--- config.mk ---
export PLATFORM = sky130hd
export DESIGN_NAME = alu_pipe
export DESIGN_NICKNAME = d
export VERILOG_FILES = /design/src/rtl/alu_pipe.sv
export SDC_FILE = /design/constraint.sdc
export NUM_CORES = 1
export LEC_CHECK = 0
export BUFFER_PORTS_ARGS = -buffer_cell sky130_fd_sc_hd__buf_4
export CORE_AREA = 5 5 128 130
export CTS_BUF_LIST = sky130_fd_sc_hd__clkbuf_4 sky130_fd_sc_hd__clkbuf_8
export DETAILED_ROUTE_END_ITERATION = 10
export DIE_AREA = 0 0 133 135
export PLACE_DENSITY = 0.67
export SLEW_MARGIN = 5
export SYNTH_ARGS = -nofsm -noshare
export SYNTH_HDL_FRONTEND = slang
export SYNTH_SLANG_ARGS = --single-unit
--- constraint.sdc ---
create_clock -name clk -period 13.95 [get_ports clk]
set_clock_uncertainty 0.2 [all_clocks]
set_input_delay 1.395 -clock clk [delete_from_list [all_inputs] [get_ports clk]]
set_output_delay 1.395 -clock clk [all_outputs]
set_load 0.02 [all_outputs]
--- src/rtl/alu_pipe.sv ---
// ARM-style data-processing ALU with a single registered output stage,
// valid/ready handshaking on both sides and an NZCV flag register.
module alu_pipe #(
    parameter int WIDTH = 32
) (
    input  logic             clk,
    input  logic             reset,
    input  logic             in_valid,
    output logic             in_ready,
    input  logic [3:0]       opcode,
    input  logic [WIDTH-1:0] a,
    input  logic [WIDTH-1:0] b,
    input  logic             shifter_carry,
    input  logic             s_bit,
    input  logic             flag_wr,
    input  logic [3:0]       flag_wr_data,
    output logic             out_valid,
    input  logic             out_ready,
    output logic [WIDTH-1:0] result,
    output logic             res_wr,
    output logic [3:0]       res_nzcv,
    output logic [3:0]       flags
);

    typedef enum logic [3:0] {
        OP_AND = 4'b0000, OP_EOR = 4'b0001, OP_SUB = 4'b0010, OP_RSB = 4'b0011,
        OP_ADD = 4'b0100, OP_ADC = 4'b0101, OP_SBC = 4'b0110, OP_RSC = 4'b0111,
        OP_TST = 4'b1000, OP_TEQ = 4'b1001, OP_CMP = 4'b1010, OP_CMN = 4'b1011,
        OP_ORR = 4'b1100, OP_MOV = 4'b1101, OP_BIC = 4'b1110, OP_MVN = 4'b1111
    } opcode_e;

    opcode_e          op;
    logic             accept;
    logic             is_test;
    logic             updates_flags;
    logic             is_arith;
    logic             cin;
    logic [WIDTH-1:0] add_x;
    logic [WIDTH-1:0] add_y;
    logic             add_cin;
    logic [WIDTH:0]   sum;
    logic             add_v;
    logic [WIDTH-1:0] alu_res;
    logic [3:0]       alu_nzcv;
    logic [3:0]       next_nzcv;

    assign op            = opcode_e'(opcode);
    assign in_ready      = !out_valid || out_ready;
    assign accept        = in_valid && in_ready;
    // TST/TEQ/CMP/CMN always set flags and never write a register.
    assign is_test       = (opcode[3:2] == 2'b10);
    assign updates_flags = s_bit || is_test;
    assign cin           = flags[1];

    // Select the adder inputs; subtracts are folded into x + ~y + carry.
    // NOTE: every always_comb output gets a default first so no path
    // through the case statement can infer a latch.
    always_comb begin
        add_x    = a;
        add_y    = b;
        add_cin  = 1'b0;
        is_arith = 1'b1;
        case (op)
            OP_ADD, OP_CMN: begin add_x = a; add_y = b;  add_cin = 1'b0; end
            OP_ADC:         begin add_x = a; add_y = b;  add_cin = cin;  end
            OP_SUB, OP_CMP: begin add_x = a; add_y = ~b; add_cin = 1'b1; end
            OP_SBC:         begin add_x = a; add_y = ~b; add_cin = cin;  end
            OP_RSB:         begin add_x = b; add_y = ~a; add_cin = 1'b1; end
            OP_RSC:         begin add_x = b; add_y = ~a; add_cin = cin;  end
            default:        is_arith = 1'b0;
        endcase
    end

    // Carry-out is bit WIDTH of the widened sum; signed overflow is a
    // same-sign pair of inputs producing a result of the other sign.
    assign sum   = {1'b0, add_x} + {1'b0, add_y} + {{WIDTH{1'b0}}, add_cin};
    assign add_v = (add_x[WIDTH-1] == add_y[WIDTH-1]) &&
                   (sum[WIDTH-1] != add_x[WIDTH-1]);

    // Pick the datapath result: adder output unless the op is logical.
    always_comb begin
        alu_res = sum[WIDTH-1:0];
        case (op)
            OP_AND, OP_TST: alu_res = a & b;
            OP_EOR, OP_TEQ: alu_res = a ^ b;
            OP_ORR:         alu_res = a | b;
            OP_MOV:         alu_res = b;
            OP_BIC:         alu_res = a & ~b;
            OP_MVN:         alu_res = ~b;
            default:        alu_res = sum[WIDTH-1:0];
        endcase
    end

    // Logical ops take C from the shifter and keep V; arithmetic ops use
    // the adder's carry and overflow.
    assign alu_nzcv  = {alu_res[WIDTH-1],
                        (alu_res == '0),
                        is_arith ? sum[WIDTH] : shifter_carry,
                        is_arith ? add_v      : flags[0]};
    assign next_nzcv = updates_flags ? alu_nzcv : flags;

    // Output stage: load on accept, drain when the consumer takes it.
    // NOTE: sequential state is assigned with <= so every register samples
    // pre-edge values, which is what lets back-to-back ops chain flags.
    always_ff @(posedge clk) begin
        if (reset) begin
            out_valid <= 1'b0;
            result    <= '0;
            res_wr    <= 1'b0;
            res_nzcv  <= 4'b0000;
        end else if (accept) begin
            out_valid <= 1'b1;
            result    <= alu_res;
            res_wr    <= !is_test;
            res_nzcv  <= next_nzcv;
        end else if (out_ready) begin
            out_valid <= 1'b0;
        end
    end

    // Flag register: an accepted flag-setting op beats a direct write.
    always_ff @(posedge clk) begin
        if (reset) begin
            flags <= 4'b0000;
        end else if (accept && updates_flags) begin
            flags <= alu_nzcv;
        end else if (flag_wr) begin
            flags <= flag_wr_data;
        end
    end

endmodule

==> results.json, run 1 <==
{
  "grt_use_met2": 0.470,
  "clockBufferDepth": 2,
  "n_antenna_cell": 0,
  "layout.nets": 1289,
  "synth_ff_type": "dfxtp_1",
  "cts_max_level": 2,
  "grt_pass1_wl_mm": 39.2,
  "r2r_cells": 13,
  "worstMarginPinSlew_ns": 1.11,
  "setup_viol": 0,
  "post-cts-setup-buffer-count": 0,
  "synth_top_area_cell": "dfxtp_1",
  "crit_type": "primary input to register",
  "worstPathRequired_ns": 13.98,
  "synth.area.top_cells": "dfxtp_1 (12%), ha_1 (12%), a21oi_1 (9.9%), o21ai_0 (9.3%), nand2_1 (7.4%)",
  "clockRootBuffer": "clkbuf_8",
  "wirelength_mm": 25.2,
  "synth_common_cells": "a21oi_1 (134), nand2_1 (134), nor2_1 (129)",
  "rsz0062_at_grt": "false",
  "synthesis.nets": 1226,
  "start_util": 0.452,
  "min_period_ns": 6.86,
  "dp_worst_setup_slack_ns": 6.85,
  "grtUsageTotal": 0.266,
  "initialDrtViolationCount": 811,
  "yosysWarnings": 0,
  "synthCells": 1082,
  "core_mm2": 0.0150,
  "yosysSeqAreaShare": 0.124,
  "vias": 8238,
  "cts_buffers": 5,
  "crit_path_frequent_cell": "buf_4",
  "slew_violations": 0,
  "ir_drop_uv": 37.4,
  "final.period_utilization": 0.492,
  "gp_congestion": 0.976,
  "arrival_ns": 6.90,
  "p_leak_uw": 0.00352,
  "reg2reg_setup_slack_ns": 9.25,
  "ys_ff_latch": 42,
  "vias_per_cell": 6.18,
  "avgSynthCellArea_um2": 6.28,
  "clock.fmax_mhz": 146,
  "num_rows": 45,
  "status": "finished, final reports clean",
  "cap_violations": 0,
  "hold_buffers": 0,
  "async_flop_share": 0,
  "fp.dieArea_mm2": 0.0180,
  "met3_usage": 0.0291,
  "slew_headroom": 0.241,
  "first_global_vias": 7433,
  "syn-cell-area_mm2": 0.00679,
  "crit_path_end_kind": "register",
  "avgRoutedWirePerCell_um": 18.9,
  "cts-resized-gates": 0,
  "dr.pass1.iters": 6,
  "grt_start_max_net_pins": 98,
  "cts_tree": "yes",
  "antenna_found_initial": 0,
  "pwr_density_cell_mw_per_mm2": 75.6,
  "fp.dieH_um": 135,
  "dp_hpwl_mm": 19.2,
  "area_growth_pct": 15.3,
  "multi_input_area_mm2": 0.00539,
  "ant_nets": 0,
  "clk_pin_slew_ns": 0.08,
  "die_w_um": 133,
  "ff_latch_area_um2": 841,
  "numClockSinks": 42,
  "fillers": 1561,
  "slowest_delay_ns": 0.59,
  "start_kind": "primary input",
  "yosys.area.top_type_share": 0.124,
  "crit_chain": "buf_4 -> nand2_1 -> or2_2 -> buf_4 -> o21ai_1 -> buf_4 -> o21ai_0 -> fa_1 -> fa_1 -> a211oi_1 -> o21ai_0 -> a21o_1 -> xnor2_1 -> o221ai_1 -> or4_1 -> a2111oi_0 -> and4b_1 -> o2bb2ai_1",
  "finalSetupTns_ns": 0,
  "grt_use_met1": 0.325,
  "cp_slowest_cell": "buf_4",
  "grt_overflow": 0,
  "hold_viol_final": 0,
  "min_path_type": "register to register",
  "drc": 0,
  "crit_path_max_fanout": 97,
  "synth-edff-count": 0,
  "ios": 122,
  "final_layout_size_suffix_gt1_frac": 0.136,
  "top_usage_layer": "met2",
  "setup_slack_ns": 7.09,
  "worstSkewPairLatency_ns": 0.30,
  "hold_ws_ns": 0.256,
  "io_buffers": 121,
  "yosys.cell_types.count": 72,
  "holdPathStages": 2
}
layer usage:
metal / vias up / wire length (µm)
met3: 69 / 1350
met5: - / 0
met1: 3841 / 10300
met2: 296 / 12200
met4: 0 / 1270
li1: 4032 / -
per-stage QoR:
step                instance area, µm²  power [µW]   util  cells
finish                            7830         592  0.521   1334
global route                      7830         637  0.521   1334
CTS                               7830         591  0.521   1334
detailed placement                7740         506  0.515   1326
global placement                  7740         504  0.515   1326
floorplan                         6790         388      -   1082
flip-flops by register name (all words and copies together) (netlist names):
name and cells:
res_nzcv 4, flags 4, out_valid 1, result 32, res_wr 1
final timing paths:
kind,start,end
max reg2reg,flags[1]$_SDFFE_PP0P_,res_nzcv[2]$_SDFFE_PP0P_
min,result[14]$_SDFFE_PP0P_,result[14]$_SDFFE_PP0P_
max,opcode[1],res_nzcv[2]$_SDFFE_PP0P_
min reg2reg,result[14]$_SDFFE_PP0P_,result[14]$_SDFFE_PP0P_
final cells by class:
type,count,area share
repair buffers,133,0.127
flip-flops and latches,42,0.107
multi-input cells,891,0.688
inverters,72,0.0345
clock inverters,1,0.000639
well taps,188,0.0300
clock buffers,7,0.0115
cell usage in the layout, fill, tap and decap left out, types with 6 or more instances in the layout:
cell      synthesis  final
o221ai_1          8      8
a31oi_1          11     11
a21oi_1         134    134
a211oi_1         15     15
nand4_1          13     13
a22oi_1           8      8
nand3_1          16     16
nor3_1           32     31
xnor2_1          23     23
inv_1            71     71
o21ai_0         126    125
o22ai_1          12     12
ha_1             63     63
o311ai_0          6      6
buf_4             0    133
a21o_1           11     11
a32oi_1           7      7
dfxtp_1          42     42
mux2i_1           9      9
nor2_1          129    127
nand2_1         134    134
clkbuf_8          0      6
xor2_1           15     15
o21a_1           11     11
o211ai_1          9      9
where the power goes:
group / internal [µW] / switching [µW] / total (µW)
combinational: 140 / 229 / 370
sequential: 132 / 7.45 / 139
clock: 41.9 / 41.4 / 83.3
total: 314 / 278 / 592
cells by family after synthesis:
kind of cell | after synthesis | share of synthesized area
AOI/OAI and AO/OA | 408 | 0.366
and+or+nand+nor | 371 | 0.242
buffers and inverters | 149 | 0.0840
adders and majority gates | 65 | 0.122
DFF | 42 | 0.124
xor gates and xnor gates | 38 | 0.0490
muxes | 9 | 0.0133
critical path, delay by kind of cell:
kind                       cells  cell delay, ns
AOI/OAI and AO/OA              8            1.81
buffers and inverters          3            1.28
and+or+nand+nor                4            1.26
adders and majority gates      2            0.99
xor gates and xnor gates       1            0.13
Note: power is estimated with default switching activity, not from simulation.
==> inputs of run 2 (changes only) <==
--- a/config.mk
+++ b/config.mk
@@ -10,7 +10,7 @@
 export CTS_BUF_LIST = sky130_fd_sc_hd__clkbuf_4 sky130_fd_sc_hd__clkbuf_8
 export DETAILED_ROUTE_END_ITERATION = 10
 export DIE_AREA = 0 0 133 135
-export PLACE_DENSITY = 0.67
+export PLACE_DENSITY = 0.69
 export SLEW_MARGIN = 5
 export SYNTH_ARGS = -nofsm -noshare
 export SYNTH_HDL_FRONTEND = slang
==> constraint.sdc (replaced) <==
create_clock -name clk -period 6.1 [get_ports clk]
set_clock_uncertainty 0.2 [all_clocks]
set_input_delay 0.61 -clock clk [delete_from_list [all_inputs] [get_ports clk]]
set_output_delay 0.61 -clock clk [all_outputs]
set_load 0.02 [all_outputs]
==> run 2 against run 1 <==
  * Via count increased by 0.30%
  * Die area unchanged
  * Combinational power increased by 130%
  * Hold slack improved by 0.0041 ns
  * Critical endpoint is now flags[2]$_SDFFE_PP0P_
  * Sequential share of layout area about the same
  * Design area increased by 0.32%
==> results.json, run 2 (same netlist as run 1, synthesis figures left out) <==
{
  "layout.cells.most_common": "buf_4",
  "layout_common_cells": "buf_4 (138), nand2_1 (134), a21oi_1 (134), nor2_1 (127), o21ai_0 (125)",
  "cts_max_level": 2,
  "dp_hpwl_mm": 19.8,
  "reg.largest.list": "result (32), flags (4), res_nzcv (4)",
  "cts_tree": "yes",
  "p_leak_uw": 0.00353,
  "grt_pass1_wl_mm": 39.3,
  "hold_viol_final": 0,
  "finalSetupTns_ns": 0,
  "n_antenna_cell": 0,
  "status": "finished, final reports clean",
  "final.period_utilization": 0.858,
  "cts_buffers": 5,
  "worstMarginPinSlew_ns": 1.20,
  "path_buf_inv": 2,
  "area_growth_pct": 15.7,
  "min_path_type": "register to register",
  "slew_violations": 0,
  "wirelength_mm": 25.2,
  "avgRoutedWirePerCell_um": 18.8,
  "numClockSinks": 42,
  "initialDrtViolationCount": 680,
  "r2r_cells": 14,
  "worstPathRequired_ns": 6.09,
  "antenna_found_initial": 0,
  "rsz0062_at_grt": "false",
  "largest_reg_flops": 32,
  "regMostFlops": "result",
  "start_kind": "primary input",
  "die_w_um": 133,
  "post-cts-setup-buffer-count": 0,
  "start_util": 0.452,
  "grt_start_max_net_pins": 49,
  "hold_ws_ns": 0.260,
  "io_buffers": 121,
  "ios": 122,
  "first_global_vias": 7684,
  "vias": 8263,
  "total_power_uw": 1350,
  "cp_top_family": "compound AO/OA/AOI/OAI gates",
  "worstSkewPairLatency_ns": 0.29,
  "final_layout_size_suffix_gt1_frac": 0.138,
  "vias_per_cell": 6.18,
  "ir_drop_uv": 93.3,
  "fp.dieArea_mm2": 0.0180,
  "crit_path_end_kind": "register",
  "fp.dieH_um": 135,
  "core_mm2": 0.0150,
  "slew_headroom": 0.193,
  "cap_violations": 0,
  "fillers": 1615,
  "gp_congestion": 0.955,
  "pwr_density_cell_mw_per_mm2": 172,
  "dr.pass1.iters": 5,
  "clock.fmax_mhz": 191,
  "setup_slack_ns": 0.867,
  "holdPathStages": 2,
  "slowest_delay_ns": 0.60,
  "crit_path_frequent_cell": "o21ai_0",
  "final_util": 0.523,
  "hold_buffers": 0,
  "cp.depth": 17,
  "dp_worst_setup_slack_ns": 0.652,
  "num_rows": 45,
  "grtUsageTotal": 0.268,
  "arrival_ns": 5.22,
  "crit_path_max_fanout": 36,
  "crit_chain": "buf_4 -> buf_4 -> nand2_1 -> o21ai_1 -> o21ai_0 -> fa_1 -> fa_1 -> a211oi_1 -> o21ai_0 -> a21oi_1 -> o21ai_0 -> a21o_1 -> or4b_2 -> nand3_1 -> nor4_1 -> and4b_1 -> a21o_1",
  "grt_overflow": 0,
  "setup_viol": 0,
  "drc": 0,
  "clockBufferDepth": 2,
  "layout.nets": 1294,
  "cts-resized-gates": 0,
  "cp_slowest_cell": "or4b_2",
  "clockRootBuffer": "clkbuf_8",
  "ant_nets": 0,
  "clk_pin_slew_ns": 0.07,
  "min_period_ns": 5.23,
  "crit_type": "primary input to register"
}
## run 2: worst register-to-register path: cells and delay by family, from the launching register on
kind / cells / cell delay [ns]
flops: 1 / 0.42
compound gates: 8 / 1.83
simple gates: 4 / 1.01
fa+ha+maj: 2 / 1.03
## run 2: layer usage
metal / GRT usage / vias up / wire length (µm)
li1: - / 4041 / -
met1: 0.311 / 3849 / 10200
met3: 0.0373 / 73 / 1320
met2: 0.470 / 300 / 12100
met4: 0.160 / 0 / 1600
met5: 0 / - / 0
## run 2: cell type report
type / count / area [µm²] / share of cell area
multi-input combinational: 891 / 5390 / 0.686
tap: 188 / 235 / 0.0299
inverter: 72 / 270 / 0.0344
timing repair buffer: 138 / 1040 / 0.132
sequential: 42 / 841 / 0.107
clock buffer: 6 / 82.6 / 0.0105
## run 2: worst paths after layout
path / to / from / slack (ns)
setup / recovery: flags[2]$_SDFFE_PP0P_ / opcode[1] / 0.87
hold / removal: result[16]$_SDFFE_PP0P_ / result[16]$_SDFFE_PP0P_ / 0.26
setup reg to reg: flags[2]$_SDFFE_PP0P_ / flags[1]$_SDFFE_PP0P_ / 1.49
hold reg to reg: result[16]$_SDFFE_PP0P_ / result[16]$_SDFFE_PP0P_ / 0.26
## run 2: through the flow
stage               instance area (µm²)  instances
floorplan                          6790       1082
global placement                   7770       1331
detailed placement                 7770       1331
CTS                                7860       1337
global route                       7860       1337
finish                             7860       1337
## run 2: power by group
group	switching, µW	internal, µW	leakage (µW)
sequential	17.1	301	0.000347
combinational	526	325	0.00314
clock	92.0	87.4	0.0000431
==> inputs of run 3 (changes only) <==
--- a/config.mk
+++ b/config.mk
@@ -6,11 +6,10 @@
 export NUM_CORES = 1
 export LEC_CHECK = 0
 export BUFFER_PORTS_ARGS = -buffer_cell sky130_fd_sc_hd__buf_4
-export CORE_AREA = 5 5 128 130
+export CORE_AREA = 5 5 146 148
 export CTS_BUF_LIST = sky130_fd_sc_hd__clkbuf_4 sky130_fd_sc_hd__clkbuf_8
 export DETAILED_ROUTE_END_ITERATION = 10
-export DIE_AREA = 0 0 133 135
-export PLACE_DENSITY = 0.69
+export DIE_AREA = 0 0 151 153
 export SLEW_MARGIN = 5
 export SYNTH_ARGS = -nofsm -noshare
 export SYNTH_HDL_FRONTEND = slang
==> run 3 against run 2 <==
  * Combinational power rose by 2%
  * Fmax fell by 3.9%
  * Clock power rose by 8%
  * Critical endpoint unchanged
  * Cell count rose by 6.6%
  * Largest cell class unchanged
  * Global-route usage fell by 4.1 points
  * Highest routed layer unchanged
  * Critical path type unchanged
  * Die area rose by 29%
  * Flip-flop and latch count did not move
==> results.json, run 3 (same netlist as run 1, synthesis figures left out) <==
{
  "worstMarginPinSlew_ns": 1.14,
  "crit_path_frequent_cell": "o21ai_0",
  "largest_reg_flops": 32,
  "cts_buffers": 5,
  "grt_overflow": 0,
  "fp.dieArea_mm2": 0.0231,
  "core_mm2": 0.0199,
  "hold_ws_ns": 0.258,
  "timing.rr.end": "flags[2]$_SDFFE_PP0P_",
  "finalSetupTns_ns": 0,
  "start_util": 0.341,
  "cts_max_level": 2,
  "slew_violations": 0,
  "grtUsageTotal": 0.228,
  "drc": 0,
  "vias_per_cell": 5.76,
  "first_global_vias": 7741,
  "switchingPower_uw": 652,
  "hold_viol_final": 0,
  "slowest_delay_ns": 0.61,
  "pwr-share-clk": 0.140,
  "crit_type": "primary input to register",
  "setup_slack_ns": 0.655,
  "pwr_density_cell_mw_per_mm2": 172,
  "rsz0062_at_grt": "false",
  "wirelength_mm": 27.2,
  "area_growth_pct": 18.0,
  "setup_viol": 0,
  "clockRootBuffer": "clkbuf_8",
  "r2r_cells": 14,
  "dr.pass1.iters": 6,
  "io_buffers": 121,
  "power.internal_uw": 727,
  "arrival_ns": 5.44,
  "path_buf_inv": 1,
  "final_cell_area_mm2": 0.00802,
  "status": "finished, final reports clean",
  "layout_common_cells": "buf_4 (141), nand2_1 (134), a21oi_1 (134), nor2_1 (127), o21ai_0 (125)",
  "clock.fmax_mhz": 184,
  "reg2reg_setup_slack_ns": 1.58,
  "ir_drop_uv": 79.5,
  "worstPathRequired_ns": 6.09,
  "ant_nets": 0,
  "place_area_mm2": 0.00792,
  "grt_pass1_wl_mm": 42.2,
  "p_leak_uw": 0.00356,
  "cp_top_family": "compound AO/OA/AOI/OAI gates",
  "final_layout_size_suffix_gt1_frac": 0.143,
  "fp.dieH_um": 153,
  "crit_chain": "buf_4 -> nand2_1 -> or2_2 -> o21ai_1 -> o21ai_0 -> fa_1 -> fa_1 -> a211oi_1 -> o21ai_0 -> a21oi_1 -> o21ai_0 -> a21o_1 -> or4b_2 -> nand3_1 -> nor4_1 -> and4b_1 -> a21o_1",
  "min_period_ns": 5.45,
  "ios": 122,
  "clk_pin_slew_ns": 0.08,
  "dp_worst_setup_slack_ns": 0.426,
  "layout.nets": 1298,
  "r2r_start": "flags[1]$_SDFFE_PP0P_",
  "hp-start": "result[0]$_SDFFE_PP0P_",
  "vias": 8209,
  "cts-resized-gates": 0,
  "layout.cells.most_common": "buf_4",
  "avgRoutedWirePerCell_um": 19.1,
  "antenna_found_initial": 0,
  "holdPathStages": 2,
  "initialDrtViolationCount": 693,
  "hold_buffers": 0,
  "numClockSinks": 42,
  "start_kind": "primary input",
  "regMostFlops": "result",
  "clockBufferDepth": 2,
  "crit_path_end_kind": "register",
  "n_antenna_cell": 0,
  "seq_power_share": 0.231,
  "cts_tree": "yes",
  "final.period_utilization": 0.893,
  "slew_headroom": 0.241,
  "worstSkewPairLatency_ns": 0.29,
  "post-cts-setup-buffer-count": 0,
  "die_w_um": 151,
  "gp_congestion": 0.948,
  "hold_end": "result[0]$_SDFFE_PP0P_",
  "cp_slowest_cell": "or4b_2",
  "num_rows": 52,
  "crit_path_max_fanout": 18,
  "total_power_uw": 1380,
  "p_sw_frac": 0.473,
  "min_path_type": "register to register",
  "combinationalPowerShare": 0.630,
  "reg.largest.list": "result (32), flags (4), res_nzcv (4)",
  "dp_hpwl_mm": 21.3,
  "grt_start_max_net_pins": 97,
  "cap_violations": 0
}
## run 3: worst max-delay path by stage
stage                                     to  cells past startpoint  slack, ns  startpoint
floorplan           res_nzcv[2]$_SDFFE_PP0P_                     20       0.49   opcode[1]
global placement    res_nzcv[2]$_SDFFE_PP0P_                     16       0.51   opcode[1]
detailed placement     flags[2]$_SDFFE_PP0P_                     17       0.43   opcode[1]
CTS                    flags[2]$_SDFFE_PP0P_                     17       0.73   opcode[1]
global route        res_nzcv[2]$_SDFFE_PP0P_                     16       0.49   opcode[1]
finish                 flags[2]$_SDFFE_PP0P_                     17       0.65   opcode[1]
## run 3: final cells by class
cell class,instances,area (µm²)
fill,2195,11900
multi-input combinational,891,5390
timing repair buffer,142,1080
sequential,42,841
tap,270,338
inverter,72,270
clock buffer,7,90.1
clock inverter,1,5.00
## run 3: worst reg2reg max path, delay by kind of cell (launching register included)
family          cells  cell delay [ns]
flops               1             0.41
fa+ha+maj           2             1.03
compound gates      8             1.73
simple gates        4             1.05
## run 3: per-layer routing
layer  up-vias  share of wire  global-route usage
li1       4047              -                   -
met1      3809           0.40               0.274
met2       293           0.49               0.400
met3        60          0.059              0.0269
met4         0          0.047               0.103
met5         -              0                   0
## run 3: power groups by stage
| stage | sequential, µW | clock [µW] | combinational [µW] |
|---|---|---|---|
| floorplan | 353 | 0 | 535 |
| global placement | 325 | 0 | 857 |
| detailed placement | 325 | 0 | 859 |
| CTS | 319 | 196 | 864 |
| global route | 322 | 209 | 956 |
| finish | 318 | 193 | 869 |
## run 3: through the flow
stage	std cells	util
floorplan	1082	-
global placement	1417	0.398
detailed placement	1417	0.398
CTS	1425	0.403
global route	1425	0.403
finish	1425	0.403
